### src/rtl/imm_ext_pkg.sv
// Shared extension-mode encoding for the immediate extension datapath.
package imm_ext_pkg;

    typedef logic [1:0] ext_mode_t;

    localparam ext_mode_t EXT_SIGN   = 2'b00;
    localparam ext_mode_t EXT_ZERO   = 2'b01;
    localparam ext_mode_t EXT_UPPER  = 2'b10;
    localparam ext_mode_t EXT_BRANCH = 2'b11;

endpackage

### src/rtl/imm_ext_core.sv
// Combinational immediate extender: sign, zero, upper (LUI-style) and
// branch-offset (sign-extend, then shift left by 2) modes.
module imm_ext_core
    import imm_ext_pkg::*;
#(
    parameter int IN_W  = 16,
    parameter int OUT_W = 32
) (
    input  logic [IN_W-1:0]  imm,
    input  logic [1:0]       mode,
    output logic [OUT_W-1:0] ext
);

    logic [OUT_W-1:0] sext;
    logic [OUT_W-1:0] zext;
    logic [OUT_W-1:0] uext;
    logic [OUT_W-1:0] bext;

    assign sext = {{(OUT_W-IN_W){imm[IN_W-1]}}, imm};
    assign zext = {{(OUT_W-IN_W){1'b0}}, imm};
    // The immediate lands in the top IN_W bits; with OUT_W < 2*IN_W
    // this is simply the low OUT_W bits of imm << (OUT_W-IN_W).
    assign uext = {imm, {(OUT_W-IN_W){1'b0}}};
    // Branch offsets are word offsets: drop the two top bits of the
    // sign-extended value and force the two LSBs to zero.
    assign bext = {sext[OUT_W-3:0], 2'b00};

    // Select the extension for the requested mode.
    always_comb begin
        ext = sext;
        case (mode)
            EXT_SIGN:   ext = sext;
            EXT_ZERO:   ext = zext;
            EXT_UPPER:  ext = uext;
            EXT_BRANCH: ext = bext;
            default:    ext = sext;
        endcase
    end

endmodule

### src/rtl/imm_extend_pipe.sv
// Buffered immediate extender: extension on the way in, DEPTH-entry FIFO
// with valid/ready on both sides so decode can absorb stalls.
module imm_extend_pipe
    import imm_ext_pkg::*;
#(
    parameter  int IN_W  = 16,
    parameter  int OUT_W = 32,
    parameter  int DEPTH = 2,
    localparam int LVL_W = $clog2(DEPTH + 1)
) (
    input  logic             Clk,
    input  logic             Reset_n,
    input  logic             InValid,
    output logic             InReady,
    input  logic [IN_W-1:0]  InImm,
    input  logic [1:0]       InMode,
    output logic             OutValid,
    input  logic             OutReady,
    output logic [OUT_W-1:0] OutData,
    output logic [LVL_W-1:0] Level
);

    localparam int PTR_W = (DEPTH > 1) ? $clog2(DEPTH) : 1;
    localparam logic [PTR_W-1:0] PTR_LAST = PTR_W'(DEPTH - 1);
    localparam logic [LVL_W-1:0] LVL_FULL = LVL_W'(DEPTH);

    logic [OUT_W-1:0] mem [DEPTH];
    logic [PTR_W-1:0] wr_ptr;
    logic [PTR_W-1:0] rd_ptr;
    logic [LVL_W-1:0] lvl;
    logic [OUT_W-1:0] ext_val;
    logic             push;
    logic             pop;

    imm_ext_core #(
        .IN_W  (IN_W),
        .OUT_W (OUT_W)
    ) u_core (
        .imm  (InImm),
        .mode (InMode),
        .ext  (ext_val)
    );

    // Status comes from the registered level only, so a full FIFO refuses
    // a push even while it is being popped in the same cycle.
    assign InReady  = (lvl != LVL_FULL);
    assign OutValid = (lvl != '0);
    assign OutData  = mem[rd_ptr];
    assign Level    = lvl;

    assign push = InValid && InReady;
    assign pop  = OutValid && OutReady;

    // Storage write and write-pointer advance with explicit wrap.
    always_ff @(posedge Clk or negedge Reset_n) begin
        if (!Reset_n) begin
            for (int i = 0; i < DEPTH; i++) begin
                mem[i] <= '0;
            end
            wr_ptr <= '0;
        end else if (push) begin
            mem[wr_ptr] <= ext_val;
            wr_ptr      <= (wr_ptr == PTR_LAST) ? '0 : wr_ptr + PTR_W'(1);
        end
    end

    // Read-pointer advance on pop with explicit wrap.
    always_ff @(posedge Clk or negedge Reset_n) begin
        if (!Reset_n) begin
            rd_ptr <= '0;
        end else if (pop) begin
            rd_ptr <= (rd_ptr == PTR_LAST) ? '0 : rd_ptr + PTR_W'(1);
        end
    end

    // Occupancy: up on push-only, down on pop-only, held otherwise.
    always_ff @(posedge Clk or negedge Reset_n) begin
        if (!Reset_n) begin
            lvl <= '0;
        end else if (push && !pop) begin
            lvl <= lvl + LVL_W'(1);
        end else if (pop && !push) begin
            lvl <= lvl - LVL_W'(1);
        end
    end

endmodule

### config.mk
export PLATFORM = sky130hd
export DESIGN_NAME = imm_extend_pipe
export DESIGN_NICKNAME = d
export VERILOG_FILES = /design/src/rtl/imm_ext_pkg.sv /design/src/rtl/imm_ext_core.sv /design/src/rtl/imm_extend_pipe.sv
export SDC_FILE = /design/constraint.sdc
export NUM_CORES = 1
export LEC_CHECK = 0
export CORE_ASPECT_RATIO = 0.9
export CORE_MARGIN = 10
export CORE_UTILIZATION = 50
export CTS_CLUSTER_SIZE = 14
export DETAILED_ROUTE_END_ITERATION = 8
export GPL_ROUTABILITY_DRIVEN = 0
export PLACE_DENSITY = 0.76
export SKIP_CTS_REPAIR_TIMING = 1
export SLEW_MARGIN = 0
export SYNTH_ARGS = -nofsm -noshare
export SYNTH_HDL_FRONTEND = slang
export SYNTH_SLANG_ARGS = --single-unit
### constraint.sdc
create_clock -name Clk -period 4.85 [get_ports Clk]
set_input_delay 0.97 -clock Clk [delete_from_list [all_inputs] [get_ports Clk]]
set_output_delay 0.97 -clock Clk [all_outputs]
set_load 0.03 [all_outputs]
==> results, run 1 <==
- The gate count after technology mapping is 254.
- Of all nets on the critical path, the largest fanout is 24.
- The TritonCTS clock tree is built.
- Dividing total power by cell area gives a power density of 813.0 nW/um^2.
- The clock tree root driver cell is clkbuf_8.
- Static timing analysis puts the maximum clock frequency at 0.2966 GHz.
- Across the VDD grid, the largest voltage drop is 0.5257 mV.
- The number of synthesized flops with an enable pin is 0.
- The synthesized design contains 68 register bits.
- Sorting the synthesized cells by area gives the leading types as dfrtp_1 (49%), mux2_4 (13%), mux2_2 (12%), a2bb2oi_1 (7.5%), a22o_1 (3.3%).
- The number of clock sinks seen by CTS is 68.
- Data arrives at the worst endpoint at 2400 ps.
- The global-route track usage on met1 is 21.65%.
- The largest area contributor in the synthesized netlist is dfrtp_1.
- The post-DP HPWL is 5301 um.
- The number of buffers inserted by port buffering is 57.
- After synthesis, flip-flops and latches occupy 48.68% of the total area.
- In the synthesized netlist the async set-or-reset flop fraction comes to 100.0%.
- The fraction of the core area covered by cells at the end of the flow is 64.51%.
- The first detailed-routing pass took 4 iterations.
- The number of buffers inserted during clock tree synthesis is 9.
- The area overhead of the layout relative to synthesis is 23.48%.
- The overall track demand over capacity in global routing is 15.44%.
- The worst reg-to-reg setup slack is 3060 ps.
- The clock transition time at the flip-flop clock pins of the worst setup and hold paths is 70 ps.
- The detail route stage leaves a number of antenna-violating nets equal to 0.
- The count of antenna diodes in the layout is 0.
- The wire length after detailed routing is 7928 um.
- The aggregate negative setup slack is 0 ps.
- Setup repair after global routing left no endpoint under its margin.
- The portion of the clock cycle consumed by the worst path in the final layout is 69.51%.
- For this run, global-route usage on met3 was measured as 5.484%.
- The detailed router finished its first iteration with 131 violations.
- The number of cells on the worst reg-to-reg path is 7.
- The number of hold-slack violations in the final timing report was 0.
- The H-tree depth is 3.
- The startpoint identified for the worst register-to-register timing path is Level[0]$_DFFE_PN0P_.
- The overall die area is 10740 um^2.
- The worst slew margin relative to its limit is 43.31%.
- The mean post-synth cell area is 13.76 um^2.
- The endpoint with the worst hold slack is wr_ptr$_DFFE_PN0P_.
- The number of I/O pins is 58.
- The floorplan has 28 rows.
- The analysis attributes to cell leakage a power of 1.844 nW.
- The Yosys step of the flow raised 0 warnings.
- For the pin with the worst max-slew slack, the measured transition is 850.3 ps.
- In the final design database the tool counted 328 nets.
- By instance count, the leading cell after synthesis is dfrtp_1.
- The number of global-route vias before repair is 2337.
- The worst setup slack before clock tree synthesis is 1848 ps.
- The endpoint identified for the worst register-to-register timing path is Level[1]$_DFFE_PN0P_.
- The post-synthesis net count is 277.
- The dominant synthesized flop cell is dfrtp_1.
- The final setup violation count is 0.
- The maximum number of pins on one net before global-route repair is 41.
- The flow ran to the end, and the final reports show no timing, DRC or antenna violations.
- The total vias in the final route is 2250.
- The max-capacitance violation count is 0.
- After synthesis, the netlist uses 32 different library cells.
- The average vias per placed instance is 5.625.
- The worst setup path is launched from a flop.
- Between clock sinks in the finished design, the worst skew comes to 6.946 ps.
- Clock latency on the worst-skew pair, taken at its later pin, is 360 ps.
- The final critical path time including I/O delays and setup is 3371 ps.
- The synthesized design devotes to its leading area cell type 48.68% of total area.
- The fraction of final layout cells with drive strength greater than 1 is 30.32%.
- The class of the worst hold path is flop to flop.
- The final number of max-transition violations is 0.
- Ranked by instance count, the synthesized netlist is headed by dfrtp_1 (68), mux2_2 (37), a2bb2oi_1 (30), mux2_4 (30), nor2b_1 (16).
- In the final routed layout, each cell accounts on average for 19.82 um.
- The worst hold path begins at wr_ptr$_DFFE_PN0P_.
- Data on the critical path is required at its endpoint by 3880 ps.
- The die is 108.1 um wide.
- Counting instances, the worst hold path has a depth of 1.
- The core region is 6691 um^2.
- Counting along the longest clock path gives a buffer depth of 2.
- The kind of critical path is flop to output pin.
- The wire length of the first global-routing pass is 12880 um.
- The final worst slack is 1479 ps.
- The synthesized netlist occupies a cell area of 3496 um^2.
- The vertical die dimension is 99.33 um.
- The met2 usage is 20.96%.
- In this run the most used layer during global routing was met1.
- Once the floorplan was initialized, standard cells occupied 52.24% of the core.
- STA classifies the critical path endpoint as an output pin.
- The initial antenna violation count is 0.
- For this run, design rule violations remaining after detail routing come to 0.
- Global routing finished with a remaining overflow of 0.
-- worst max-delay path: stages, from the launching register on --
cell	delay, ps
dfrtp_1	620
buf_4	420
mux2_2	400
clkdlybuf4s50_1	600
-- final cells by class --
type / count / area (um^2)
timing repair buffer: 59 / 580.6
tap: 90 / 112.6
inverter: 3 / 11.26
clock buffer: 10 / 137.6
sequential: 68 / 1702
clock inverter: 6 / 135.1
fill: 506 / 2375
multi-input combinational: 164 / 1638
-- placed cells by master (no fill, tap or decap), types with 4 or more instances in the layout --
cell	count
dfrtp_1	68
clkdlybuf4s50_1	56
mux2_2	37
a2bb2oi_1	30
mux2_4	30
nor2b_1	16
a22o_1	13
o21ai_0	10
clkbuf_8	10
o21ai_1	5
bufinv_16	4
-- stage by stage --
| stage | cells | hold WS [ps] | instance area (um^2) | total power (W) |
|---|---|---|---|---|
| 6_report | 400 | 487.3 | 4317 | 0.003510 |
| 5_1_grt | 400 | 511.8 | 4317 | 0.003700 |
| 4_1_cts | 400 | 485.3 | 4317 | 0.003545 |
| 3_5_place_dp | 384 | 471.8 | 4044 | 0.002890 |
| 3_3_place_gp | 384 | 474.4 | 4044 | 0.002872 |
| 2_1_floorplan | 254 | 454.8 | 3496 | 0.002328 |
-- flip-flops by register name, summed over array words and instances, names as in the netlist --
register,cells
Level,2
mem,64
rd_ptr,1
wr_ptr,1
-- routing by layer --
layer  share of wire [%]  routed length [um]  vias up
li1                    -                   -     1039
met1                  49                3881     1138
met2                  42                3368       61
met3                 6.6                 524       12
met4                 1.9                 153        0
met5                   0                   0        -
-- kinds of logic (layout without fill, tap and decap cells) --
logic type / after synthesis / after routing / synth area share (%)
flops: 68 / 68 / 48.68
simple gates: 32 / 32 / 7.302
buf+inv: 22 / 78 / 4.474
xor+xnor: 5 / 5 / 1.253
compound gates: 59 / 59 / 13.14
fa+ha+maj: 1 / 1 / 0.3579
mux: 67 / 67 / 24.80
-- power by group --
group	switching [W]	total (W)	internal (W)
clock network	0.000229	0.000637	0.000407
registers	0.000165	0.00101	0.000847
logic	0.000906	0.00186	0.000955
total	0.00130	0.00351	0.00221
-- worst max path at each step --
stage                  startpoint           to  cells after the start
2_1_floorplan  rd_ptr$_DFFE_PN0P_  OutData[22]                      3
3_3_place_gp   rd_ptr$_DFFE_PN0P_  OutData[19]                      3
3_5_place_dp   rd_ptr$_DFFE_PN0P_  OutData[19]                      3
4_1_cts        rd_ptr$_DFFE_PN0P_  OutData[19]                      3
5_1_grt        rd_ptr$_DFFE_PN0P_  OutData[22]                      3
6_report       rd_ptr$_DFFE_PN0P_  OutData[19]                      3
No activity file was read; power rests on OpenSTA's default activity.
==> run 2, diff against run 1 <==
==> constraint.sdc (replaced) <==
create_clock -name Clk -period 3.4 [get_ports Clk]
set_input_delay 0.68 -clock Clk [delete_from_list [all_inputs] [get_ports Clk]]
set_output_delay 0.68 -clock Clk [all_outputs]
set_load 0.03 [all_outputs]
==> run 2 against run 1 <==
Against the previous run:
- power up 37%
- non-clock buffer count increased by 5
- critical endpoint is now OutData[22]
- sequential cell count stayed put
==> results, run 2 (synthesis results as in run 1) <==
- The run finished with clean final reports.
- The post-layout net count was 333 (+1.5%).
- The starting density of the core is 52.24% (unchanged).
- The register bank with the most flops is mem.
- The net switching power is 0.001866 W (+44%).
- The count of antenna diodes in the layout is 0 (unchanged).
- The overall track demand over capacity in global routing is 16.75% (+1.3 points).
- The vertical die dimension came to 99.33 um (unchanged).
- The number of hold-slack violations in the final timing report came to 0 (unchanged).
- The maximum number of pins on one net before global-route repair is 49 (+20%).
- The number of nets with antenna violations after detailed routing is 0 (unchanged).
- The number of buffers inserted by port buffering is 57 (unchanged).
- The fraction of final layout cells with drive strength greater than 1 is 30.89% (+0.57 points).
- The post-DP HPWL was 5790 um (+9.2%).
- The mean routed wirelength per cell is 21.00 um (+6.0%).
- The wire length after detailed routing is 8484 um (+7.0%).
- The required arrival time at the worst endpoint came to 2720 ps (-1160 ps).
- The initial detailed-routing violation count is 106 (-19%).
- Leaving out fill and tap cells, the most frequent cells in the layout are dfrtp_1 (68), clkdlybuf4s50_1 (56), mux2_2 (37), a2bb2oi_1 (30), mux2_4 (30).
- The part of the power in registers is 30.8% (+2.0 points).
- The fraction of power spent switching nets is 38.91% (+1.9 points).
- The number of clock sinks seen by CTS came to 68 (unchanged).
- The critical path in this run is classified as flop to output pin.
- The final number of max-transition violations is 0 (unchanged).
- The leakage power of the design came to 1.840 nW (-0.19%).
- The final worst slack is 552.5 ps (-926.1 ps).
- The placement row count is 28 (unchanged).
- The H-tree depth is 3 (unchanged).
- In this run the worst hold path is classified as flop to flop.
- The worst slew margin relative to its limit was 29.56% (-14 points).
- The clock tree buffer depth is 2 (unchanged).
- TritonCTS built the clock tree.
- Relative to the synthesized area, the layout overhead comes to 22.30%.
- The max-capacitance violation count is 0 (unchanged).
- STA classifies the critical path endpoint as an output pin.
- The core region area is 6691 um^2 (unchanged).
- The power density over the cells came to 1122 nW/um^2 (+38%).
- The initial antenna violation count is 0 (unchanged).
- The tree is rooted in a clkbuf_8.
- The clock skew was 5.590 ps (-1.356 ps).
- The final setup violation count came to 0 (unchanged).
- The maximum ir drop on the vdd rail was 0.8281 mV (+58%).
- The largest fanout of any net on the critical path is 26 (+8.3%).
- The worst reg-to-reg setup slack is 1610 ps (-1450 ps).
- The number of I/O pins is 58 (unchanged).
- The endpoint arrival time on the critical path is 2170 ps (-230 ps).
- The aggregate negative setup slack is 0 ps (unchanged).
- The final critical path time including I/O delays and setup is 2847 ps.
- Setup repair after global routing left no endpoint under its margin.
- The number of iterations in the first detailed-routing pass is 4 (unchanged).
- The total vias in the final route was 2315 (+2.9%).
- The transition time at the pin with the least slew margin is 1057 ps (+206.3 ps).
- After layout, the worst path uses 83.75% of the clock period.
- The non-filler instance count after layout came to 404 (+1.0%).
- The overall die area is 10740 um^2 (unchanged).
- The combinational share of power is 55.9% (+2.9 points).
- The number of buffers inserted during clock tree synthesis is 9 (unchanged).
- The flip-flop count of the largest register after layout came to 64 (unchanged).
- The wire length of the first global-routing pass is 14200 um (+10%).
- The final global-route overflow total is 0 (unchanged).
- The clock transition time at the flip-flop clock pins of the worst setup and hold paths came to 70 ps (about the same).
- The average vias per placed instance was 5.730 (+1.9%).
- The internal cell power is 0.002930 W (+33%).
- The proportion of power drawn by the clock network is 13.3% (-4.8 points).
- The clock network latency to the later pin of the worst-skew pair is 340 ps (-20 ps).
- Leaving out fill and tap cells, the most frequent cell in the layout is dfrtp_1.
- The cell total after placement is 389 (+1.3%).
- The kind of launch point of the worst setup path is a flop.
- The number of global-route vias before repair came to 2545 (+8.9%).
- Static timing analysis puts the maximum clock frequency at 0.3512 GHz.
- The layout filler cell count is 544 (+7.5%).
- The chip width came to 108.1 um (unchanged).
- The worst setup slack before clock tree synthesis was 948.4 ps (-899.6 ps).
- The launch point of the worst hold path is wr_ptr$_DFFE_PN0P_.
- The post-detailed-route DRC marker count is 0 (unchanged).
- The critical path starts at rd_ptr$_DFFE_PN0P_.
- The worst register-to-register path begins at Level[0]$_DFFE_PN0P_.
run 2: power groups by stage:
| stage | Combinational, W | Sequential [W] | Clock [W] |
|---|---|---|---|
| after global routing | 0.00285 | 0.00153 | 0.000690 |
| after detailed placement | 0.00270 | 0.00148 | 0 |
| after global placement | 0.00266 | 0.00147 | 0 |
| after CTS | 0.00272 | 0.00147 | 0.000648 |
| final | 0.00268 | 0.00148 | 0.000636 |
| after floorplan | 0.00193 | 0.00139 | 0 |
run 2: final cells by class:
class                      instances  area, um^2  share of cell area (%)
clock buffer                      10       127.6                   2.985
clock inverter                     5       53.80                   1.258
inverter                           3       11.26                  0.2634
multi-input combinational        164        1638                   38.31
sequential                        68        1702                   39.80
tap                               90       112.6                   2.634
timing repair buffer              64       630.6                   14.75
run 2: critical path: stages (launching register included):
cell and delay [ps]:
dfrtp_1 600, buf_12 260, mux2_2 360, clkdlybuf4s50_1 600
run 2: path summary, 6_finish.rpt:
kind	cells after the start	end
setup / recovery	3	OutData[22]
hold / removal	1	wr_ptr$_DFFE_PN0P_
setup reg to reg	6	Level[1]$_DFFE_PN0P_
hold reg to reg	1	wr_ptr$_DFFE_PN0P_
max in group asynchronous	2	mem[51]$_DFFE_PN0P_
min in group asynchronous	1	mem[38]$_DFFE_PN0P_
run 2: metal layers:
metal,GRT usage (%),share of wire (%),wire length [um]
met1,22.16,46,3917
met2,25.14,46,3915
met3,6.129,6.5,555
met4,4.517,1.1,95
met5,0,0,0
run 2: per-stage QoR:
| stage | utilization, % | area, um^2 | hold slack [ps] | power, W |
|---|---|---|---|---|
| 5_1_grt | 63.89 | 4275 | 518.7 | 0.005075 |
| 3_5_place_dp | 61.18 | 4094 | 477.8 | 0.004178 |
| 3_3_place_gp | 61.18 | 4094 | 473.2 | 0.004130 |
| 6_report | 63.89 | 4275 | 495.0 | 0.004796 |
| 4_1_cts | 63.89 | 4275 | 491.7 | 0.004839 |
| 2_1_floorplan | - | 3496 | 384.4 | 0.003320 |
==> run 3, diff against run 2 <==
--- a/config.mk
+++ b/config.mk
@@ -7,7 +7,7 @@
 export LEC_CHECK = 0
 export CORE_ASPECT_RATIO = 0.9
 export CORE_MARGIN = 10
-export CORE_UTILIZATION = 50
+export CORE_UTILIZATION = 48
 export CTS_CLUSTER_SIZE = 14
 export DETAILED_ROUTE_END_ITERATION = 8
 export GPL_ROUTABILITY_DRIVEN = 0
==> constraint.sdc (replaced) <==
create_clock -name Clk -period 2.55 [get_ports Clk]
set_input_delay 0.51 -clock Clk [delete_from_list [all_inputs] [get_ports Clk]]
set_output_delay 0.51 -clock Clk [all_outputs]
set_load 0.03 [all_outputs]
==> run 3 against run 2 <==
Against the previous run:
- register-to-register slack lost 880 ps
- sequential share of layout area fell by 0.45 points
- non-clock buffer count grew 5
- sequential power is 28% higher
- global-route usage down 1.3 points
- clock power is 53% higher
- die area increased by 3.4%
- worst setup slack lost 430 ps
- design area increased by 1.1%
- cell count increased by 2.2%
- critical path type unchanged
==> results, run 3 (synthesis results as in run 1) <==
- The combined buffer and inverter count along the critical path is 2 (unchanged).
- The worst slew margin relative to its limit is 57.73% (+28 points).
- The mean routed wirelength per cell is 19.68 um (-6.3%).
- The average vias per placed instance is 5.453 (-4.8%).
- The fraction of final layout cells with drive strength greater than 1 is 37.19% (+6.3 points).
- The final global-route overflow total was 0 (unchanged).
- The biggest cell delay along the critical path is 620 ps (+20 ps).
- The kind of critical path is flop to output pin.
- The post-detailed-route DRC marker count came to 0 (unchanged).
- Counting I/O delays and the setup requirement, the final critical path takes 2428 ps.
- The portion of the clock cycle consumed by the worst path in the final layout is 95.20%.
- The core region area came to 7076 um^2 (+5.7%).
- The clock skew is 7.987 ps (+2.397 ps).
- TritonCTS built the clock tree.
- The initial antenna violation count was 0 (unchanged).
- The number of buffers inserted during clock tree synthesis is 9 (unchanged).
- The start of the worst register-to-register path is Level[0]$_DFFE_PN0P_.
- The aggregate negative setup slack came to 0 ps (unchanged).
- The clock network latency to the later pin of the worst-skew pair is 340 ps (about the same).
- The overall die area is 11100 um^2 (+3.4%).
- The clock tree buffer depth was 2 (unchanged).
- The endpoint arrival time on the critical path came to 1920 ps (-250 ps).
- The count of antenna diodes in the layout was 0 (unchanged).
- The starting density of the core is 49.41% (-2.8 points).
- The largest fanout of any net on the critical path was 25 (-3.8%).
- The H-tree depth is 3 (unchanged).
- The largest individual stage delay along the critical path comes from the cell clkdlybuf4s50_1.
- The placement row count is 29 (+3.6%).
- The critical path capture point type is an output pin.
- The library cells used most frequently in the layout, excluding fill and tap cells, are dfrtp_1 (68), clkdlybuf4s50_1 (40), mux2_2 (37), a2bb2oi_1 (30), mux2_4 (30).
- The chip width was 110.0 um (+1.7%).
- The maximum number of pins on one net before global-route repair is 34 (-31%).
- Setup repair after global routing left no endpoint under its margin.
- The number of I/O pins is 58 (unchanged).
- The run finished with clean final reports.
- In this run the clock root is driven by a clkbuf_8.
- The wire length after detailed routing came to 8129 um (-4.2%).
- The number of nets with antenna violations after detailed routing was 0 (unchanged).
- The number of clock sinks seen by CTS is 68 (unchanged).
- The number of hold-slack violations in the final timing report came to 0 (unchanged).
- The wire length of the first global-routing pass is 13290 um (-6.4%).
- The register with the most flip-flops in the final layout is mem.
- The clock transition time at the flip-flop clock pins of the worst setup and hold paths is 70 ps (about the same).
- In this run the worst setup path begins at rd_ptr$_DFFE_PN0P_.
- The most common library cell in the layout ignoring fill and taps is dfrtp_1.
- The max-capacitance violation count is 0 (unchanged).
- The post-layout net count was 338 (+1.5%).
- The initial detailed-routing violation count is 102 (-3.8%).
- In this run the worst hold path is classified as input port to async pin.
- The power density over the cells came to 1497 nW/um^2 (+33%).
- Based on the critical path, the design can be clocked at up to 0.4119 GHz.
- The leakage power of the design was 1.904 nW (+3.5%).
- The total vias in the final route is 2252 (-2.7%).
- The fraction of the core area covered by cells at the end of the flow is 61.11% (-2.8 points).
- The transition time at the pin with the least slew margin is 634.0 ps (-422.6 ps).
- The maximum ir drop on the vdd rail is 0.8592 mV (+3.8%).
- The required arrival time at the worst endpoint was 2040 ps (-680 ps).
- The number of buffers inserted by port buffering was 57 (unchanged).
- The post-DP HPWL was 5736 um (-0.93%).
- The final number of max-transition violations is 0 (unchanged).
- In this design, the largest share of critical-path delay is due to buffers and inverters.
- The overall track demand over capacity in global routing is 15.48% (-1.3 points).
- The number of global-route vias before repair was 2514 (-1.2%).
- The kind of launch point of the worst setup path is a flop.
- The flip-flop count of the largest register after layout is 64 (unchanged).
- Traced cell by cell, the critical path runs through buf_12 -> mux2_2 -> clkdlybuf4s50_1.
- From synthesis to final layout, the design area changed by 23.69%.
- The vertical die dimension is 101.0 um (+1.6%).
- The final setup violation count is 0 (unchanged).
- The number of iterations in the first detailed-routing pass was 4 (unchanged).
run 3: per-stage QoR:
stage	power (W)	hold WS [ps]	worst slack, ps	area (um^2)	instances
after detailed placement	0.005535	470.3	320.5	4108	397
after global routing	0.006843	203.4	61.50	4324	413
after global placement	0.005482	469.5	363.8	4108	397
after floorplan	0.004427	214.4	541.3	3496	254
final	0.006472	181.6	122.4	4324	413
after CTS	0.006548	174.0	93.55	4324	413
run 3: worst reg2reg max path: cells and delay by family, from the launching register on:
family | cells | cell delay, ps
xor+xnor | 1 | 160
simple gates | 3 | 730
flops | 1 | 440
fa+ha+maj | 1 | 330
buf+inv | 1 | 80
run 3: power breakdown:
part	switching [W]	internal [W]	leakage, nW	total (W)
clock	0.000400	0.000573	0.113	0.000973
combinational	0.00179	0.00181	0.976	0.00360
sequential	0.000285	0.00161	0.816	0.00190
run 3: final timing paths:
check	to	slack, ps	depth (start not counted)
worst max-delay path	OutData[18]	120	3
worst min-delay path	mem[48]$_DFFE_PN0P_	180	1
worst max register to register	Level[1]$_DFFE_PN0P_	730	6
worst min register to register	wr_ptr$_DFFE_PN0P_	480	1
max in group asynchronous	mem[3]$_DFFE_PN0P_	1780	2
min in group Clk	wr_ptr$_DFFE_PN0P_	480	1
run 3: metal layers:
metal	share of wire, %	track usage, %	vias up	wire [um]
li1	-	-	1055	-
met1	45	19.05	1132	3632
met2	47	24.05	60	3834
met3	7.7	7.417	5	623
met4	0.48	3.300	0	39
met5	0	0	-	0
run 3: layout make-up:
class	instances	area (um^2)
Timing Repair Buffer	69	640.6
Fill cell	552	2751
Tap cell	93	116.4
Clock inverter	5	75.07
Inverter	3	11.26
Sequential cell	68	1702
Clock buffer	11	141.4
Multi-Input combinational cell	164	1638
